**src/rtl/mem_seq_ctrl_pkg.sv**
```systemverilog
// Shared types and helpers for the memory-stage load/store sequencer.
package mem_ctrl_pkg;

  typedef enum logic [2:0] {
    IDLE  = 3'd0,
    WRITE = 3'd1,
    READ  = 3'd2,
    DRAIN = 3'd3,
    DONE  = 3'd4
  } state_e;

  localparam logic OP_SCALAR = 1'b0;
  localparam logic OP_VECTOR = 1'b1;

  // Number of elements moved by one request.
  function automatic int unsigned elem_count(input logic op_type, input int unsigned i);
    return (op_type == OP_VECTOR) ? i : 32'd1;
  endfunction

endpackage

```
**src/rtl/mem_seq_ctrl_if.sv**
```systemverilog
// Request/response and RAM-port signals of the memory-stage sequencer.
interface mem_seq_ctrl_if #(
  parameter int I = 20,
  parameter int L = 8,
  parameter int A = 6
);

  // Pipeline side
  logic                start;
  logic                op_type;
  logic                write_enable;
  logic [A-1:0]        base_address;
  logic [I-1:0][L-1:0] vec_wdata;
  logic [L-1:0]        sca_wdata;
  logic [I-1:0][L-1:0] vector_output;
  logic [L-1:0]        scalar_output;
  logic                stall;
  logic                mem_finished;

  // RAM side
  logic [A-1:0]        mem_addr;
  logic [L-1:0]        mem_wdata;
  logic                mem_we;
  logic [L-1:0]        mem_rdata;

  modport master (
    input  start, op_type, write_enable, base_address, vec_wdata, sca_wdata, mem_rdata,
    output mem_addr, mem_wdata, mem_we, vector_output, scalar_output, stall, mem_finished
  );

  modport slave (
    output start, op_type, write_enable, base_address, vec_wdata, sca_wdata, mem_rdata,
    input  mem_addr, mem_wdata, mem_we, vector_output, scalar_output, stall, mem_finished
  );

endinterface

```
**src/rtl/mem_elem_counter.sv**
```systemverilog
// Element index counter: loads the last index at request accept, steps once per beat,
// and flags the final beat.
module mem_elem_counter #(
  parameter int  I  = 20,
  localparam int IW = (I > 1) ? $clog2(I) : 1
) (
  input  logic          clk,
  input  logic          rst,
  input  logic          clr_i,
  input  logic          load_i,
  input  logic          en_i,
  input  logic [IW-1:0] last_idx_i,
  output logic [IW-1:0] idx_o,
  output logic          last_o
);

  logic [IW-1:0] idx_q, idx_d;
  logic [IW-1:0] last_idx_q, last_idx_d;

  // NOTE: every combinational output gets a default first, so no path leaves it
  // unassigned and no latch is inferred.
  always_comb begin
    idx_d      = idx_q;
    last_idx_d = last_idx_q;
    if (clr_i) begin
      idx_d = '0;
    end else if (load_i) begin
      idx_d      = '0;
      last_idx_d = last_idx_i;
    end else if (en_i) begin
      idx_d = idx_q + IW'(1);
    end
  end

  // NOTE: registers use non-blocking assignments so all flops update together
  // from values sampled before the edge.
  always_ff @(posedge clk) begin
    if (!rst) begin
      idx_q      <= '0;
      last_idx_q <= '0;
    end else begin
      idx_q      <= idx_d;
      last_idx_q <= last_idx_d;
    end
  end

  assign idx_o  = idx_q;
  assign last_o = (idx_q == last_idx_q);

endmodule

```
**src/rtl/mem_seq_ctrl.sv**
```systemverilog
// Memory-stage sequencer: serialises scalar/vector loads and stores onto a
// single-port byte-wide synchronous RAM, one element per cycle, stalling upstream.
module mem_seq_ctrl
  import mem_ctrl_pkg::*;
#(
  parameter int I = 20,
  parameter int L = 8,
  parameter int A = 6
) (
  input logic            clk,
  input logic            rst,
  mem_seq_ctrl_if.master bus
);

  localparam int IW = (I > 1) ? $clog2(I) : 1;

  state_e              state_q, state_d;
  logic                op_q;
  logic [A-1:0]        base_q;
  logic [I-1:0][L-1:0] vec_q;
  logic [L-1:0]        sca_q;
  logic [I-1:0][L-1:0] vec_out_q;
  logic [L-1:0]        sca_out_q;
  logic                rd_valid_q;
  logic [IW-1:0]       rd_idx_q;

  logic                accept;
  logic                beat_en;
  logic                last_beat;
  logic [IW-1:0]       idx;
  logic [IW-1:0]       last_idx;

  logic [A-1:0]        mem_addr;
  logic [L-1:0]        mem_wdata;
  logic                mem_we;

  assign accept   = (state_q == IDLE) && bus.start;
  assign last_idx = IW'(elem_count(bus.op_type, I) - 32'd1);

  mem_elem_counter #(.I(I)) u_cnt (
    .clk        (clk),
    .rst        (rst),
    .clr_i      (state_q == DONE),
    .load_i     (accept),
    .en_i       (beat_en),
    .last_idx_i (last_idx),
    .idx_o      (idx),
    .last_o     (last_beat)
  );

  always_comb begin
    state_d = state_q;
    beat_en = 1'b0;
    unique case (state_q)
      IDLE:    if (bus.start) state_d = bus.write_enable ? WRITE : READ;
      WRITE: begin
        beat_en = !last_beat;
        if (last_beat) state_d = DONE;
      end
      READ: begin
        beat_en = !last_beat;
        if (last_beat) state_d = DRAIN;
      end
      DRAIN:   state_d = DONE;
      DONE:    state_d = IDLE;
      default: state_d = IDLE;
    endcase
  end

  // Read data arrives one cycle after issue, so the issuing index is carried
  // alongside a valid flag; the DRAIN cycle collects the final element.
  always_ff @(posedge clk) begin
    if (!rst) begin
      state_q    <= IDLE;
      op_q       <= OP_SCALAR;
      base_q     <= '0;
      rd_valid_q <= 1'b0;
      rd_idx_q   <= '0;
      vec_out_q  <= '0;
      sca_out_q  <= '0;
    end else begin
      state_q    <= state_d;
      rd_valid_q <= (state_q == READ);
      rd_idx_q   <= idx;
      if (accept) begin
        op_q   <= bus.op_type;
        base_q <= bus.base_address;
      end
      if (rd_valid_q) begin
        if (op_q == OP_VECTOR) vec_out_q[rd_idx_q] <= bus.mem_rdata;
        else                   sca_out_q           <= bus.mem_rdata;
      end
    end
  end

  // NOTE: the store payload is left unreset; it is always written at accept
  // before any WRITE beat can read it.
  always_ff @(posedge clk) begin
    if (accept) begin
      vec_q <= bus.vec_wdata;
      sca_q <= bus.sca_wdata;
    end
  end

  // Address and data are forced to zero off-beat so the bus is quiet and X-free.
  always_comb begin
    mem_we    = 1'b0;
    mem_addr  = '0;
    mem_wdata = '0;
    if (state_q == WRITE || state_q == READ) mem_addr = base_q + A'(idx);
    if (state_q == WRITE) begin
      mem_we    = 1'b1;
      mem_wdata = (op_q == OP_VECTOR) ? vec_q[idx] : sca_q;
    end
  end

  assign bus.mem_we        = mem_we;
  assign bus.mem_addr      = mem_addr;
  assign bus.mem_wdata     = mem_wdata;
  assign bus.mem_finished  = (state_q == DONE);
  assign bus.stall         = ((state_q != IDLE) && (state_q != DONE)) ||
                             ((state_q == IDLE) && bus.start);
  assign bus.vector_output = vec_out_q;
  assign bus.scalar_output = sca_out_q;

endmodule

```
**src/flat_wrapper.sv**
```systemverilog
// flat-port wrapper written by rule: the top's interface ports become plain ports
module mem_seq_ctrl_flat import mem_ctrl_pkg::*;
#(
  parameter int I = 20,
  parameter int L = 8,
  parameter int A = 6
)
  (clk, rst, bus_start, bus_op_type, bus_write_enable, bus_base_address, bus_vec_wdata, bus_sca_wdata, bus_mem_rdata, bus_mem_addr, bus_mem_wdata, bus_mem_we, bus_vector_output, bus_scalar_output, bus_stall, bus_mem_finished);
  mem_seq_ctrl_if #(.I(I), .L(L), .A(A)) bus_i ();
  input logic clk;
  input logic rst;
  input wire logic [$bits(bus_i.start)-1:0] bus_start;
  input wire logic [$bits(bus_i.op_type)-1:0] bus_op_type;
  input wire logic [$bits(bus_i.write_enable)-1:0] bus_write_enable;
  input wire logic [$bits(bus_i.base_address)-1:0] bus_base_address;
  input wire logic [$bits(bus_i.vec_wdata)-1:0] bus_vec_wdata;
  input wire logic [$bits(bus_i.sca_wdata)-1:0] bus_sca_wdata;
  input wire logic [$bits(bus_i.mem_rdata)-1:0] bus_mem_rdata;
  output wire logic [$bits(bus_i.mem_addr)-1:0] bus_mem_addr;
  output wire logic [$bits(bus_i.mem_wdata)-1:0] bus_mem_wdata;
  output wire logic [$bits(bus_i.mem_we)-1:0] bus_mem_we;
  output wire logic [$bits(bus_i.vector_output)-1:0] bus_vector_output;
  output wire logic [$bits(bus_i.scalar_output)-1:0] bus_scalar_output;
  output wire logic [$bits(bus_i.stall)-1:0] bus_stall;
  output wire logic [$bits(bus_i.mem_finished)-1:0] bus_mem_finished;
  assign bus_i.start = bus_start;
  assign bus_i.op_type = bus_op_type;
  assign bus_i.write_enable = bus_write_enable;
  assign bus_i.base_address = bus_base_address;
  assign bus_i.vec_wdata = bus_vec_wdata;
  assign bus_i.sca_wdata = bus_sca_wdata;
  assign bus_i.mem_rdata = bus_mem_rdata;
  assign bus_mem_addr = bus_i.mem_addr;
  assign bus_mem_wdata = bus_i.mem_wdata;
  assign bus_mem_we = bus_i.mem_we;
  assign bus_vector_output = bus_i.vector_output;
  assign bus_scalar_output = bus_i.scalar_output;
  assign bus_stall = bus_i.stall;
  assign bus_mem_finished = bus_i.mem_finished;
  mem_seq_ctrl #(.I(I), .L(L), .A(A)) u_core (.clk(clk), .rst(rst), .bus(bus_i));
endmodule
```
**config.mk**
```make
export PLATFORM = sky130hd
export DESIGN_NAME = mem_seq_ctrl_flat
export DESIGN_NICKNAME = d
export VERILOG_FILES = /design/src/rtl/mem_seq_ctrl_pkg.sv /design/src/rtl/mem_seq_ctrl_if.sv /design/src/rtl/mem_elem_counter.sv /design/src/rtl/mem_seq_ctrl.sv /design/src/flat_wrapper.sv
export SDC_FILE = /design/constraint.sdc
export NUM_CORES = 1
export LEC_CHECK = 0
export ABC_AREA = 1
export BUFFER_PORTS_ARGS = -buffer_cell sky130_fd_sc_hd__buf_2
export CAP_MARGIN = 20
export CORE_MARGIN = 2
export CORE_UTILIZATION = 48
export DETAILED_ROUTE_END_ITERATION = 8
export PLACE_DENSITY_LB_ADDON = 0.12
export SLEW_MARGIN = 20
export SYNTH_ARGS = -nofsm -noshare
export SYNTH_HDL_FRONTEND = slang
export SYNTH_SLANG_ARGS = --single-unit
```
**constraint.sdc**
```tcl
create_clock -name clk -period 5.35 [get_ports clk]
set_input_delay 0.535 -clock clk [delete_from_list [all_inputs] [get_ports clk]]
set_output_delay 0.535 -clock clk [all_outputs]
set_load 0.03 [all_outputs]
```
* After elaboration in Yosys (flattened, before gate mapping)
Cells that the tools add are included.
** Operators by class
- Add/subtract/negate cells :: 3
- Magnitude comparators :: 3
- Equality and inequality tests :: 9
- Mux-type cells :: 16
- Bitwise logic cells :: 3
- Reduce and logical (&&, ||, !) cells :: 14
** Operators by type and width (count)
- bitwise mux 160 bit :: 1
- binary-select mux 8 bit (select 5 bit) :: 1
- demux 8 bit (select 5 bit) :: 1
- 2-to-1 mux 8 bit :: 4
- < comparator 5 x 6 -> 1 bit (second input constant) :: 2
- case mux 3 bit (4 select lines) :: 1
- 2-to-1 mux 3 bit :: 3
- adder 6 x 5 -> 6 bit :: 1
- == test 3 x 2 -> 1 bit (second input constant) :: 2
- 2-to-1 mux 6 bit :: 1
- AND reduction 2 bit :: 3
- adder 5 x 1 -> 5 bit (second input constant) :: 1
- == test 5 bit :: 1
- greater-or-equal comparator 5 x 1 -> 1 bit (second input constant) :: 1
- 2-to-1 mux 5 bit :: 1
- subtractor 5 x 1 -> 5 bit (second input constant) :: 1
- inequality test 2 x 1 -> 1 bit (second input constant) :: 2
- == test 3 x 1 -> 1 bit (second input constant) :: 1
- == test 3 bit (second input constant) :: 1
- logical AND 1 bit :: 3
- zero test 3 bit :: 1
- inequality test 3 bit (second input constant) :: 1
- inverter 1 bit :: 3
- AND reduction 3 bit :: 1
- 8 further kinds :: 10
** Word-level totals
- Flip-flop bits (word level) :: 362
- Input port bits :: 187
- Output and inout bits :: 185
- Word-level logic and storage cells :: 97

* Depth between registers and ports, before layout
Gate-level depths: netlist of run 1.
- Word-level depth :: 5
- Gate-level depth with buffers :: 10

* Modules after synthesis
From an unflattened synthesis of run 1, not the netlist that was laid out.
** Unflattened totals
- Cell total of the unflattened synthesis :: 1631
- Area total of the unflattened synthesis :: 14355.0 µm²
** By module, submodules not included
- mem_seq_ctrl :: instances 1, cells an instance 1564, area each 13887.1 µm², sequential area each 8728.4 µm²
- mem_elem_counter :: instances 1, cells an instance 67, area each 467.9 µm², sequential area each 200.2 µm²

* Worst setup path before layout of run 1
Ideal clock, no wire load.
- Path kind :: input port to flip-flop
- From :: input port bus_start
- To :: register u_core.sca_q[0] (enable)
- Setup time :: 1.548 ns
- Arrival :: 3.926 ns
- Data required time :: 3.802 ns
- Setup slack :: -0.124 ns
- Cell stages on the path :: 2
- Cells stage by stage :: nand2_1 clkinv_1
** On the way
- Word-level cells in the longest chain between the ends :: 1
** RTL lines
- start: declaration :: RTL line flat_wrapper.sv:12 : input wire logic [$bits(bus_i.start)-1:0] bus_start;
- logical AND 1 bit :: RTL line mem_seq_ctrl.sv:37 : assign accept = (state_q == IDLE) && bus.start;
- named net u_core.accept :: RTL line mem_seq_ctrl.sv:27 : logic accept;
- end signal: assignment :: RTL line mem_seq_ctrl.sv:101 : sca_q <= bus.sca_wdata;
- end: declaration :: RTL line mem_seq_ctrl.sv:21 : logic [L-1:0] sca_q;
The timed path passes the listed nets, and every way through them passes these cells.
A chain may end at the register's enable or synchronous reset.

* Worst setup path in the final report of run 1
- From :: register u_core.u_cnt.idx_q[0] (netlist: u_core.u_cnt.idx_o[0])
- To :: output port bus_mem_wdata[7]
** On the way
- Word-level cells in the longest chain between the ends :: 4
** RTL lines
- start: declaration :: RTL line mem_elem_counter.sv:17 : logic [IW-1:0] idx_q, idx_d;
- start signal: assignment :: RTL line mem_elem_counter.sv:42 : idx_q <= idx_d;
- binary-select mux 8 bit (select 5 bit) :: RTL line mem_seq_ctrl.sv:113 : mem_wdata = (op_q == OP_VECTOR) ? vec_q[idx] : sca_q;
- 2-to-1 mux 8 bit (implied by the code) :: RTL line mem_seq_ctrl.sv:113
- 2-to-1 mux 8 bit :: RTL line mem_seq_ctrl.sv:113
- 2-to-1 mux 8 bit :: RTL line mem_seq_ctrl.sv:111 : if (state_q == WRITE) begin
- end: declaration :: RTL line flat_wrapper.sv:20 : output wire logic [$bits(bus_i.mem_wdata)-1:0] bus_mem_wdata;
No other way between the ends. The select of a mux whose other input is x is not followed.

==> out/results.txt, run 1 <==
Stages on the worst setup path: 10
Yosys warnings: 0
Register area share after synthesis: 62.4%
Number of clock sinks: 358
Post-Route WL: 38100 microns
Vias in the first global route: 10900
Clock Skew: 0.0164 ns
R2R depth: 6
CP Capture Type: output pin
Remaining DRCs: 0
Crit start category: flop
Share of post-route cells with drive strength above 1: 23.9%
Nets: 2154
Vias per cell: 4.97
Num ports: 372
Run status: finished clean
Fin worst setup slack: 1.79 ns
Syn Area/Cell: 8.81 sq um
Final ANT Viol Nets: 0
R2r startpoint: u_core.state_q[0]
Initial Utilization: 49.0%
Critical Path Source: u_core.u_cnt.idx_o[0]
HP Class: primary input to flop
Fmax: 281 MHz
Hold path start: bus_vec_wdata[39]
Post-synth EDFFs: 168
CP Class: flop to output pin
First-pass iteration count of the detailed router: 5
Final setup TNS: 0 ns
Yosys top cell area share: 35.6%
MaxCap Viol Count: 0
Most used cell, CP: nand2_1
Wire per inst: 16.1 microns
Gr ovfl total: 0
PostCTS Resize Cnt: 0
Met1 Routed Length: 16000 microns
CP cell instances: inv_2 -> buf_4 -> nand2_1 -> nand3_1 -> nand2_1 -> nand2_1 -> nand2_1 -> o21ai_0 -> a21oi_1 -> buf_2
Unique masters post-synth: 30
Met2 routed WL: 18200 microns
Top delay family on crit path: buffers and inverters
CTS HTree Levels: 2
Slew HR: 35.0%
Sequential Area: 8850 sq um
CP Data Arrival Time: 3.02 ns
First-pass GRT wire length: 58200 microns
Maximum fanout along the worst path: 44
Root buf cell: clkbuf_16
Hold violation total from the final report: 0
Synth area leader: edfxtp_1
Least-Margin Pin Slew: 0.975 ns
Worst skew pair latency: 0.52 ns
DR WL met3: 2930 microns
Reg-to-Reg End: u_core.vec_q[35]
Largest net degree at the start of global routing: 117
Top layer in use: met5
Pwr Density: 408 nW/um^2
Row Count: 62
CTS Buf Count: 39
Non-filler cells, final: 2374
Core area: 28900 sq um
Die Area: 30900 sq um
Max-slew violations: 0
Yosys reg bits: 358
Via count: 11800
Peak VDD IR: 0.000308 V
DPL Wire Length: 25800 microns
Mapped Area: 14200 sq um
Dpl cells: 2303
Most common cell in the netlist: nor2_1
P&R area growth vs syn: 24.1%
Syn Inst Count: 1610
Port Buffers: 371
Synth cell count leaders: nor2_1, nand2_1, o21ai_0
GPL Wtd Cong: 0.816
RSZ-0062 raised after global routing: false
Net Count, Synth: 1804
Footprint of the multi-input gates: 4370 sq um
Hold endpoint: u_core.vec_q[39]
Tmin final: 3.56 ns
Hold Path Cell Cnt: 1
Critical-path top delay cell: buf_4
Crit path required time: 4.82 ns
Hold_buf cts: 0
# fillers: 2560
Worst slack at placement: 2.32 ns
Reg2Reg Setup Slack: 2.72 ns
Largest cells by area after synthesis: edfxtp_1, dfxtp_1, nor2_1
Final Cycle Share: 66.5%
Slowest stage delay, CP: 0.52 ns
Setup bufs post-CTS: 0
Top FF cell, synth: dfxtp_1
Clock buffer depth: 3
DR iter-0 viols: 948
Setup Viol. Count Final: 0
Die Width: 176 microns
Global Route Usage Sum: 24.0%
Leakage: 8.34 nW
Die Ht: 176 microns
Clock-pin slew on the worst setup and hold paths: 0.06 ns
Antenna violations before repair: 2
Post-synthesis async set-or-reset flop share: 0%
CTS tree: built
Buffers and inverters on the worst path: 3
[report_power, final]
part | switching (W) | total [W] | internal [W]
combinational | 0.000767 | 0.00106 | 0.000292
sequential | 0.000113 | 0.00344 | 0.00332
clock | 0.00106 | 0.00270 | 0.00164
total | 0.00194 | 0.00719 | 0.00525
[cells by family (layout without fill, tap and decap cells)]
logic type | Yosys count | after routing | share of synthesized area, %
flops | 358 | 358 | 62.4
other cells | 0 | 1 | 0
simple gates | 749 | 749 | 21.2
buf+inv | 250 | 629 | 6.85
fa+ha+maj | 7 | 7 | 0.670
compound gates | 242 | 242 | 8.64
xor+xnor | 4 | 4 | 0.247
[per-layer routing]
layer | vias to the layer above | global-route usage [%]
met3 | 66 | 4.16
met4 | 2 | 7.78
li1 | 5852 | -
met2 | 512 | 40.4
met5 | - | 0
met1 | 5359 | 31.8
[worst max path at each step]
stage / end / slack, ns
after floorplan: u_core.sca_q[0] / 2.12
after global placement: bus_mem_wdata[7] / 2.34
after detailed placement: bus_mem_wdata[7] / 2.32
after CTS: bus_mem_wdata[7] / 1.75
after global routing: bus_mem_wdata[1] / 1.64
final: bus_mem_wdata[7] / 1.79
[flip-flops by register name, indices dropped and copies added, names as in the netlist, 3 cells and up]
signal                    cells
u_core.base_q                 6
u_core.bus.scalar_output      8
u_core.bus.vector_output    160
u_core.rd_idx_q               5
u_core.sca_q                  8
u_core.state_q                3
u_core.u_cnt.idx_o            5
u_core.vec_q                160
[cells in the final DEF (no fill, tap or decap), drive strengths merged]
cell type  instances
a21oi             24
and3               1
buf              376
bufinv             4
clkbuf            51
clkinv            19
clkinvlp           3
dfxtp            190
diode              1
edfxtp           168
fa                 1
ha                 6
inv              176
nand2            301
nand3             63
nand4              1
nor2             372
nor3              11
o211ai             1
o21ai            207
o22ai             10
xnor2              1
xor2               3
[stage by stage]
stage | power [W] | hold slack, ns | instance area [sq um] | utilization (%)
after floorplan | 0.00421 | 0.449 | 14200 | -
after global placement | 0.00455 | 0.457 | 16300 | 56.4
after detailed placement | 0.00456 | 0.462 | 16300 | 56.4
after CTS | 0.00726 | 0.175 | 17600 | 60.9
after global routing | 0.00752 | 0.169 | 17600 | 60.9
final | 0.00719 | 0.190 | 17600 | 60.9
[layout make-up]
class | count | area share (%)
clock buffer | 51 | 6.21
tap | 384 | 2.73
sequential | 358 | 50.3
antenna | 1 | 0.0142
multi-input combinational | 1002 | 24.8
clock inverter | 19 | 1.18
inverter | 183 | 3.97
timing repair buffer | 376 | 10.8
Power figures use the tool's default switching activity.
==> inputs of run 2 (changes only) <==
--- a/config.mk
+++ b/config.mk
@@ -9,7 +9,7 @@
 export BUFFER_PORTS_ARGS = -buffer_cell sky130_fd_sc_hd__buf_2
 export CAP_MARGIN = 20
 export CORE_MARGIN = 2
-export CORE_UTILIZATION = 48
+export CORE_UTILIZATION = 53
 export DETAILED_ROUTE_END_ITERATION = 8
 export PLACE_DENSITY_LB_ADDON = 0.12
 export SLEW_MARGIN = 20
==> constraint.sdc (replaced) <==
create_clock -name clk -period 3.5 [get_ports clk]
set_input_delay 0.35 -clock clk [delete_from_list [all_inputs] [get_ports clk]]
set_output_delay 0.35 -clock clk [all_outputs]
set_load 0.03 [all_outputs]
==> run 2 against run 1 <==
  * Critical endpoint is now bus_mem_wdata[0]
  * Count of clock-buffer cells in the layout decreased by 2
  * Global-route usage rose by 3.2 points
  * Non-clock buffer count is 23 higher
  * Register-to-register slack got worse by 1.6 ns
  * Die area decreased by 9.2%
  * Hold slack got worse by 0.17 ns
  * Sequential cell count unchanged
  * Sequential power grew 53%
  * Clock power increased by 41%
  * Sequential share of layout area decreased by 0.089 points
  * Total power is 49% higher
  * First-iteration DRC count up 11%
  * Critical path type unchanged
==> out/results.txt, run 2 (same netlist as run 1, synthesis figures left out) <==
Initial Utilization: 54.1%
Buffers and inverters on the worst path: 3
MaxCap Viol Count: 0
Tmin final: 3.06 ns
Num ports: 372
# fillers: 2154
CP Class: flop to output pin
Run status: finished clean
Hold violation total from the final report: 0
CTS tree: built
Nets: 2175
Antenna violations before repair: 1
Root buf cell: clkbuf_16
R2R depth: 8
P&R area growth vs syn: 24.4%
Final ANT Viol Nets: 0
Final setup TNS: 0 ns
Hold path start: bus_vec_wdata[69]
Crit path required time: 3.15 ns
Vias in the first global route: 11400
Row Count: 59
Max-slew violations: 0
Fmax: 327 MHz
Number of clock sinks: 358
Hold endpoint: u_core.vec_q[69]
Via count: 12000
Hold Path Cell Cnt: 1
Remaining DRCs: 0
DR iter-0 viols: 1054
Most frequent cells in the layout: buf_2, nor2_1, nand2_1
Post-Route WL: 38500 microns
First-pass iteration count of the detailed router: 5
CP Data Arrival Time: 2.71 ns
Critical-path top delay cell: o21ai_0
Die Width: 168 microns
CP cell instances: inv_2 -> buf_12 -> nand2_1 -> nand3_1 -> nand2_1 -> nand2_1 -> nand2_1 -> o21ai_0 -> a21oi_1 -> buf_2
Leakage: 8.38 nW
CTS HTree Levels: 2
Gr ovfl total: 0
Largest net degree at the start of global routing: 92
Reg-to-Reg End: u_core.base_q[0]
Clock Skew: 0.00802 ns
PostCTS Resize Cnt: 0
Clock buffer depth: 3
Pwr Density: 608 nW/um^2
Least-Margin Pin Slew: 0.776 ns
Share of post-route cells with drive strength above 1: 23.3%
Reg2Reg Setup Slack: 1.11 ns
Vias per cell: 5.12
Placed cell area: 16300 sq um
GPL Wtd Cong: 0.863
Wire per inst: 16.5 microns
Global Route Usage Sum: 27.2%
Die Ht: 168 microns
Critical Path Source: u_core.u_cnt.idx_o[0]
Peak VDD IR: 0.000697 V
Final Cycle Share: 87.4%
Die Area: 28100 sq um
RSZ-0062 raised after global routing: false
Slowest stage delay, CP: 0.48 ns
CTS Buf Count: 37
Most common cell after layout, fill and taps aside: buf_2
Slew HR: 48.3%
HP Class: primary input to flop
Setup Viol. Count Final: 0
R2r startpoint: u_core.state_q[0]
CP Capture Type: output pin
First-pass GRT wire length: 60300 microns
Final Cell Area: 17600 sq um
Port Buffers: 371
Worst skew pair latency: 0.50 ns
Clock-pin slew on the worst setup and hold paths: 0.06 ns
Crit start category: flop
Maximum fanout along the worst path: 61
Final Power: 0.0107 W
Core area: 26200 sq um
Top delay family on crit path: buffers and inverters
Most used cell, CP: nand2_1
DPL Wire Length: 26300 microns
run 2: changes by cell type in the layout (fill, tap and decap cells not counted), moves of 4 or more:
cell and delta:
buf_4 +4, clkbuf_16 -4, clkinv_1 +6, clkinv_2 -5, dlygate4sd3_1 +18
run 2: worst max path at each step:
stage                            end  slack, ns  cells past startpoint
floorplan            u_core.sca_q[0]       0.32                      5
global placement    bus_mem_wdata[5]       0.99                      7
detailed placement  bus_mem_wdata[0]       0.99                     10
CTS                 bus_mem_wdata[0]       0.45                     10
global route        bus_mem_wdata[0]       0.24                     10
finish              bus_mem_wdata[0]       0.44                     10
run 2: what timing repair did:
action,CTS,global route
endpoints found under the hold margin,18,0
hold buffers,18,0
buffers inserted,0,0
run 2: power by group:
| part | switching, W | total (W) | leakage, nW | internal, W |
|---|---|---|---|---|
| Clock | 0.00154 | 0.00380 | 0.567 | 0.00226 |
| Sequential | 0.000185 | 0.00526 | 3.12 | 0.00507 |
| Combinational | 0.00119 | 0.00167 | 4.70 | 0.000481 |
run 2: stage by stage:
step	utilization [%]	hold slack, ns	worst slack (ns)	cells
2_1_floorplan	-	0.449	0.320	1610
6_report	67.3	0.0197	0.442	2342
3_3_place_gp	62.2	0.457	0.991	2259
5_1_grt	67.3	0.00305	0.237	2342
4_1_cts	67.3	0.0000465	0.452	2341
3_5_place_dp	62.2	0.459	0.993	2259
run 2: area by class of cell:
type | count | area, sq um | share of cell area, %
Sequential cell | 358 | 8850 | 50.2
Multi-Input combinational cell | 1002 | 4370 | 24.7
Timing Repair Buffer | 399 | 2140 | 12.1
Clock buffer | 49 | 1020 | 5.79
Inverter | 183 | 699 | 3.96
Tap cell | 335 | 419 | 2.38
Clock inverter | 15 | 143 | 0.808
Antenna cell | 1 | 2.50 | 0.0142
run 2: per-layer routing:
| layer | global-route usage, % | up-vias | share of wire [%] |
|---|---|---|---|
| met2 | 46.8 | 543 | 48 |
| met1 | 35.4 | 5471 | 41 |
| met4 | 9.00 | 0 | 3.0 |
| met3 | 4.49 | 78 | 7.7 |
| li1 | - | 5894 | - |
| met5 | 0 | - | 0 |
==> inputs of run 3 (changes only) <==
==> constraint.sdc (replaced) <==
create_clock -name clk -period 3.35 [get_ports clk]
set_input_delay 0.335 -clock clk [delete_from_list [all_inputs] [get_ports clk]]
set_output_delay 0.335 -clock clk [all_outputs]
set_load 0.03 [all_outputs]
==> run 3 against run 2 <==
  * Largest power group unchanged
  * Sequential cell count is the same
  * Sequential power grew 4.8%
  * Cell area up 7.6%
  * Wire length rose by 8.3%
  * Die area did not move
  * Via count up 5.4%
  * Largest cell class unchanged
  * Cell count grew 5.6%
  * Critical path type unchanged
==> out/results.txt, run 3 (same netlist as run 1, synthesis figures left out) <==
Run status: finished clean
Net Switching: 0.00317 W
Buffers and inverters on the worst path: 2
MaxCap Viol Count: 0
Reg2Reg Setup Slack: 1.11 ns
Most used cell, CP: nand2_1
Hold Path Cell Cnt: 1
Initial Utilization: 54.1%
Fmax: 331 MHz
CTS tree: built
CTS Buf Count: 37
Number of clock sinks: 358
Switching Share: 27.3%
Die Ht: 168 microns
Share of post-route cells with drive strength above 1: 22.3%
Clock Skew: 0.0194 ns
End-of-flow core utilization: 72.4%
Final Cycle Share: 90.2%
Most frequent cells in the layout: buf_2, nor2_1, nand2_1
DPL Wire Length: 26000 microns
HP Class: primary input to flop
Num ports: 372
Clock-pin slew on the worst setup and hold paths: 0.06 ns
PostCTS Resize Cnt: 0
Maximum fanout along the worst path: 40
Worst skew pair latency: 0.53 ns
First-pass iteration count of the detailed router: 5
Die Width: 168 microns
Vias in the first global route: 12000
Crit start category: flop
Footprint of the multi-input gates: 4370 sq um
Die Area: 28100 sq um
Final setup TNS: 0 ns
Peak VDD IR: 0.000579 V
Leakage: 8.95 nW
CP Data Arrival Time: 2.69 ns
CP cell instances: buf_4 -> nand2_1 -> nand3_1 -> nand2_1 -> nand2_1 -> nand2_1 -> o21ai_0 -> a21oi_1 -> buf_2
Tmin final: 3.02 ns
Cell-internal power: 0.00845 W
Critical-path top delay cell: dfxtp_4
Gr ovfl total: 0
Sequential Area: 8850 sq um
Remaining DRCs: 0
Slew HR: 47.4%
Row Count: 59
Global Route Usage Sum: 29.0%
Top delay family on crit path: buffers and inverters
CP Capture Type: output pin
RSZ-0062 raised after global routing: false
CP Class: flop to output pin
Setup Viol. Count Final: 0
Least-Margin Pin Slew: 0.787 ns
Vias per cell: 5.11
Slowest stage delay, CP: 0.53 ns
P&R area growth vs syn: 33.8%
Hold violation total from the final report: 0
Clk pwr share: 36.2%
Largest net degree at the start of global routing: 68
Nets: 2301
First-pass GRT wire length: 64100 microns
GPL Wtd Cong: 0.890
Most common cell after layout, fill and taps aside: buf_2
Root buf cell: clkbuf_16
R2R depth: 6
Pwr Density: 612 nW/um^2
Reg power frac: 47.5%
Final Cell Area: 19000 sq um
Clock buffer depth: 3
Port Buffers: 371
DR iter-0 viols: 1087
Core area: 26200 sq um
Antenna violations before repair: 2
Stages on the worst setup path: 9
Post-Route WL: 41700 microns
Wire per inst: 16.9 microns
# fillers: 1894
Crit path required time: 3.01 ns
Placed cell area: 16300 sq um
Final ANT Viol Nets: 0
Setup bufs post-CTS: 0
Max-slew violations: 0
CTS HTree Levels: 2
Via count: 12600
Comb pwr share: 16.3%
run 3: path summary, 6_finish.rpt:
check,startpoint,end
worst max-delay path,u_core.u_cnt.idx_o[0],bus_mem_wdata[7]
worst min-delay path,bus_vec_wdata[142],u_core.vec_q[142]
worst max register to register,u_core.op_q,u_core.bus.vector_output[102]
worst min register to register,u_core.base_q[2],u_core.base_q[2]
run 3: layer usage:
layer,vias up,share of wire (%),global-route usage (%)
li1,6148,-,-
met1,5820,41,36.9
met2,569,48,49.7
met3,102,7.2,4.73
met4,0,3.9,11.9
met5,-,0,0
run 3: power groups by stage:
stage | Combinational, W | Sequential, W | Clock, W
finish | 0.00189 | 0.00551 | 0.00421
global route | 0.00210 | 0.00556 | 0.00443
CTS | 0.00186 | 0.00550 | 0.00425
detailed placement | 0.00173 | 0.00559 | 0
global placement | 0.00171 | 0.00558 | 0
floorplan | 0.00111 | 0.00561 | 0
run 3: cell type report:
type / count / area share [%]
repair buffers: 525 / 17.9
well taps: 335 / 2.21
multi-input cells: 1002 / 23.0
flip-flops and latches: 358 / 46.6
diodes: 2 / 0.0264
inverters: 183 / 3.68
clock buffers: 54 / 5.65
clock inverters: 13 / 0.897
run 3: metrics by stage:
step / setup WS [ns] / std cells / hold WS [ns] / total power [W]
detailed placement: 0.901 / 2261 / 0.465 / 0.00732
finish: 0.327 / 2472 / 0.0138 / 0.0116
CTS: 0.332 / 2468 / 0.000249 / 0.0116
global placement: 0.968 / 2261 / 0.456 / 0.00729
global route: 0.136 / 2472 / 0.00611 / 0.0121
floorplan: 0.170 / 1610 / 0.434 / 0.00672
run 3: repair_timing:
action                                  in CTS  in global routing
hold buffers                               140                  2
endpoints found under the hold margin      140                  2
endpoints found under the setup margin       0                  0
